### src/rtl/vga_vram_arbiter.sv
// rtl/vga_vram_arbiter.sv - VRAM arbiter between VGA scan-out fetches and a pixel writer
module vga_vram_arbiter #(
  parameter logic [9:0] HBP  = 10'd144,
  parameter logic [9:0] VBP  = 10'd31,
  parameter int         FB_W = 160,
  parameter int         FB_H = 120
) (
  input  logic        clk,
  input  logic        clr_n,
  input  logic [9:0]  hc,
  input  logic [9:0]  vc,
  input  logic        hsync,
  input  logic        vsync,
  input  logic        wr_valid,
  input  logic [14:0] wr_addr,
  input  logic [7:0]  wr_data,
  output logic        wr_ready,
  output logic        ram_en,
  output logic        ram_we,
  output logic [14:0] ram_addr,
  output logic [7:0]  ram_wdata,
  input  logic [7:0]  ram_rdata,
  output logic [7:0]  pix_out,
  output logic        hsync_o,
  output logic        vsync_o,
  output logic        de_o,
  output logic        vblank
);

  localparam logic [9:0]  HEND    = HBP + 10'd639;
  localparam logic [9:0]  VEND    = VBP + 10'd479;
  localparam logic [14:0] FB_SIZE = 15'(FB_W * FB_H);

  logic        v_act;
  logic        active;
  logic        slot;
  logic [7:0]  row;
  logic [7:0]  col;
  logic [14:0] row15;
  logic [14:0] rd_addr;
  logic [1:0]  rd_p;
  logic [2:0]  hs_p;
  logic [2:0]  vs_p;
  logic [2:0]  de_p;
  logic [7:0]  hold;

  assign v_act  = (vc >= VBP) && (vc <= VEND);
  assign active = v_act && (hc >= HBP) && (hc <= HEND);
  assign slot   = active && (hc[1:0] == 2'b00);
  assign vblank = !v_act;

  // Each framebuffer byte covers a 4x4 block of screen pixels.
  assign row     = 8'((vc - VBP) >> 2);
  assign col     = 8'((hc - HBP) >> 2);
  assign row15   = {7'd0, row};
  assign rd_addr = (row15 << 7) + (row15 << 5) + {7'd0, col};

  // The display owns every fetch slot; the writer gets everything else.
  assign wr_ready = clr_n && !slot;

  always_ff @(posedge clk) begin
    if (!clr_n) begin
      ram_en    <= 1'b0;
      ram_we    <= 1'b0;
      ram_addr  <= 15'd0;
      ram_wdata <= 8'd0;
      rd_p      <= 2'b00;
      hs_p      <= 3'b111;
      vs_p      <= 3'b111;
      de_p      <= 3'b000;
      hold      <= 8'd0;
    end else begin
      if (slot) begin
        ram_en   <= 1'b1;
        ram_we   <= 1'b0;
        ram_addr <= rd_addr;
      end else if (wr_valid && wr_ready && (wr_addr < FB_SIZE)) begin
        ram_en    <= 1'b1;
        ram_we    <= 1'b1;
        ram_addr  <= wr_addr;
        ram_wdata <= wr_data;
      end else begin
        // Out-of-range writes are consumed here without touching the RAM.
        ram_en <= 1'b0;
        ram_we <= 1'b0;
      end
      // Read data appears two edges after the fetch address is registered.
      rd_p <= {rd_p[0], slot};
      if (rd_p[1]) hold <= ram_rdata;
      hs_p <= {hs_p[1:0], hsync};
      vs_p <= {vs_p[1:0], vsync};
      de_p <= {de_p[1:0], active};
    end
  end

  assign hsync_o = hs_p[2];
  assign vsync_o = vs_p[2];
  assign de_o    = de_p[2];
  assign pix_out = de_o ? hold : 8'd0;

endmodule

### config.mk
export PLATFORM = sky130hd
export DESIGN_NAME = vga_vram_arbiter
export DESIGN_NICKNAME = d
export VERILOG_FILES = /design/src/rtl/vga_vram_arbiter.sv
export SDC_FILE = /design/constraint.sdc
export NUM_CORES = 1
export LEC_CHECK = 0
export CAP_MARGIN = 20
export CORE_MARGIN = 8
export CORE_UTILIZATION = 41
export DETAILED_ROUTE_END_ITERATION = 7
export PLACE_DENSITY = 0.78
export SLEW_MARGIN = 0
export SYNTH_ARGS = -nofsm -noshare
export SYNTH_HDL_FRONTEND = slang
export SYNTH_SLANG_ARGS = --single-unit
### constraint.sdc
create_clock -name clk -period 3 [get_ports clk]
set_clock_uncertainty 0.15 [all_clocks]
set_input_delay 0.6 -clock clk [delete_from_list [all_inputs] [get_ports clk]]
set_output_delay 0.6 -clock clk [all_outputs]
set_load 0.1 [all_outputs]
==> impl_metrics.toml, run 1 <==
[timing]
setup-tns-final_ns = 0
layout_min_cycle_time_ns = 2.98
rsz0062_at_grt = "yes"
slew_viol_final = 0
layout_worst_path_cycle_share_pct = 99.3
final_hold_viol_count = 0
timing.final.setup_violations = 0
slew_headroom_pct = 69.1
worst-slew-pin-transition_ns = 0.463
timing.fmax_mhz = 336

[logic_synthesis]
netlist_instances = 281
yosys.cell_count.top_type = "dfxtp_1"
dominant_combinational_cell_family_by_area_after_synthesis = "simple AND/OR/NAND/NOR gates"
synth_seq_area_share_pct = 33.1
synth-xor-area-share_pct = 7.25
synth.net_count = 353
synthesis.area_um2 = 2660
synth_compound_area_share_pct = 14.2
synth_common_cells = "dfxtp_1 (44), mux2i_1 (31), inv_1 (19)"
synth_ff_type = "dfxtp_1"
ys_seq_elements = 44
synth.mux.area_fraction_pct = 12.5
synth_cell_types = 49
post_synth_main_area_contributors = "dfxtp_1 (33%), mux2i_1 (12%), ha_1 (6.6%)"
synth_top_area_share_pct = 33.1
async_flop_share_pct = 0
postSynthAreaPerCell_um2 = 9.46
synth-edff-count = 0
yosys_warnings = 0
synth_top_cell_by_area = "dfxtp_1"
adder_cell_share_of_the_synthesized_area_pct = 8.10
yosys.area_share.simple_pct = 18.3

[floorplan]
fp.dieW_um = 96.5
rows = 29
top_ports = 94
fp.coreArea_um2 = 6310
die_area_um2 = 9310
die_height_um = 96.5
initial_utilization_pct = 42.1

[setup_path]
worstReg2RegStart = "rd_p[1]$_SDFF_PN0_"
worst-setup-path-type = "input pin to flop"
worst_ep_arrival_time_ns = 3.03
worstPathMaxFanout = 3
cp.required_ns = 3.05
worst_setup_path_startpoint = "hc[5]"
start_kind = "input pin"
endpoint_kind = "flop"

[run]
timing.max_cap.violations = 0

[route]
remaining_drc_errors = 0
dr_total_vias = 2517
detail_route.wirelength_um = 7540
ant_nets = 0
drt-wirelength-per-cell_um = 15.1
via_per_inst = 5.02
drt_first_iter_violations = 67
dr.pass1.iters = 4

[power_and_ir_drop]
power_switching_share_pct = 35.1
p_int_mw = 1.22
combPwrFrac_pct = 41.6
leakage_power_nw = 1.96
power_switching_uw = 663
p_clk_share_pct = 25.1
cellPowerDensity_nw_per_um2 = 438
peakVddDrop_uv = 272
power.sequential.fraction_pct = 33.3

[placement]
finalWeightedCongestion = 0.857
hpwlAfterDp_um = 5920
placement.cell_area_um2 = 3950
numPortBuffers = 93

[layout]
finish.instance_area_um2 = 4310
drive_gt1_share_pct = 36.8
layout.nets = 495
antennaDiodeCount = 0
flow.area_growth_from_synthesis_pct = 62.2
final.fill_count = 476
final_util_pct = 68.3

[status]
run_status = "finished, final reports clean"

[clock_tree]
cts_buffers = 5
clock_latency_reported_for_the_late_side_of_the_worst_skew_pair_ns = 0.29
cts-htree-levels = 2
cts.path.max_buffers = 2
ctsRootBufferMaster = "clkbuf_8"
postCtsHoldBufs = 0
sinks_on_the_clock_net = 44
cts.reportedPaths.clkPinSlew_ns = 0.08
cts_tree = "yes"

[worst_hold_path]
hold_path.startpoint = "hs_p[0]$_SDFF_PN1_"
hold_class = "flop to flop"

[global_route]
first_global_vias = 2498
grt.total_usage_pct = 15.5
initial_antenna_violation_count = 0
grt_start_max_net_pins = 24
wire_length_of_the_first_global_routing_pass_um = 11500
grt_overflow_total = 0
## per-layer routing
layer | GRT usage [%] | share of wire (%) | up-vias | routed length, um
met5 | 0 | 0 | - | 0
met4 | 5.80 | 2.2 | 0 | 169
met3 | 2.47 | 5.2 | 14 | 391
met2 | 28.7 | 53 | 68 | 3990
met1 | 17.2 | 40 | 1172 | 2990
li1 | - | - | 1263 | -
## final cells by class
| class | instances | area (um^2) | area share [%] |
|---|---|---|---|
| clock inverter | 2 | 38.8 | 0.900 |
| tap | 77 | 96.3 | 2.24 |
| timing repair buffer | 149 | 1300 | 30.2 |
| multi-input combinational | 203 | 1830 | 42.5 |
| sequential | 44 | 881 | 20.4 |
| clock buffer | 6 | 82.6 | 1.92 |
| inverter | 20 | 80.1 | 1.86 |
## layout by cell type (no fill, tap or decap), types with 3 or more instances in the layout
cell type         n
inv_1            18
ha_2              3
clkbuf_8          6
nor2_4            3
a211oi_2          6
and2_1           11
nand2_1          13
a21oi_1           5
nor3_1           14
xor2_1            9
a211oi_1          6
buf_6             3
dlygate4sd2_1     4
o211a_1           3
ha_1              9
nor2_1           12
nand2b_1          7
buf_12            4
o21ai_0           3
xnor2_1           9
clkdlybuf4s15_1   3
nand2_2           3
o2111ai_2         5
dfxtp_1          44
mux2i_1          30
buf_4            88
clkdlybuf4s50_1  42
nand3_1           4
a21oi_4           3
## power by group through the flow
stage                     sequential [mW]  clock [mW]  combinational [mW]
after floorplan                     0.813           0               0.282
final                               0.628       0.473               0.786
after global placement              0.640           0               0.695
after global routing                0.632       0.505               0.834
after CTS                           0.628       0.483               0.741
after detailed placement            0.642           0               0.707
## metrics by stage
step	total power [mW]	hold WS, ns	cells	setup WS [ns]
2_1_floorplan	1.09	0.236	281	-0.00938
3_3_place_gp	1.34	0.241	488	-0.579
3_5_place_dp	1.35	0.245	488	-0.699
4_1_cts	1.85	0.266	496	-0.00455
5_1_grt	1.97	0.287	501	-0.0864
6_report	1.89	0.263	501	0.0202
## worst max-delay path: stages
cell and delay, ns:
buf_6 0.10, or3_4 0.40, a21oi_4 0.14, xnor2_2 0.08, fa_1 0.49, inv_2 0.05
fa_2 0.36, a21oi_4 0.22, o2111ai_2 0.13, xor2_1 0.17, nor3_1 0.07, a211oi_1 0.22
## flip-flops by register name, indices dropped and copies added (netlist names)
name and flops:
ram_addr 15, hold 8, ram_wdata 8, de_p 3, hs_p 3, vs_p 3
rd_p 2, ram_en 1, ram_we 1
## path summary, 6_finish.rpt
check                           depth (start not counted)                   endpoint  slack, ns
worst min-delay path                                    1         hs_p[1]$_SDFF_PN1_       0.26
worst min register to register                          1         hs_p[1]$_SDFF_PN1_       0.26
worst max register to register                          2       hold[3]$_SDFFE_PN0P_       1.81
worst max-delay path                                   12  ram_addr[12]$_SDFFE_PN0P_       0.02
## what timing repair did
item / 4_1_cts / 5_1_grt
setup buffers: 1 / 5
pin swaps: 14 / 27
gates resized for setup: 37 / 29
endpoints found under the hold margin: 0 / 0
setup endpoints to repair: 10 / 8
## cells by family (layout without fill, tap and decap cells)
kind of cell / Yosys count / count (layout)
and+or+nand+nor: 87 / 87
AOI/OAI and AO/OA: 45 / 45
DFF: 44 / 44
buffers and inverters: 34 / 177
muxes: 33 / 33
xor gates and xnor gates: 22 / 22
adders and majority gates: 16 / 16
Power figures use the tool's default switching activity.
==> inputs of run 2 (changes only) <==
- CTS_CLUSTER_DIAMETER: default -> 40
==> results of run 2 <==
Same layout as run 1: the final DEF is identical, and so are final timing and power.
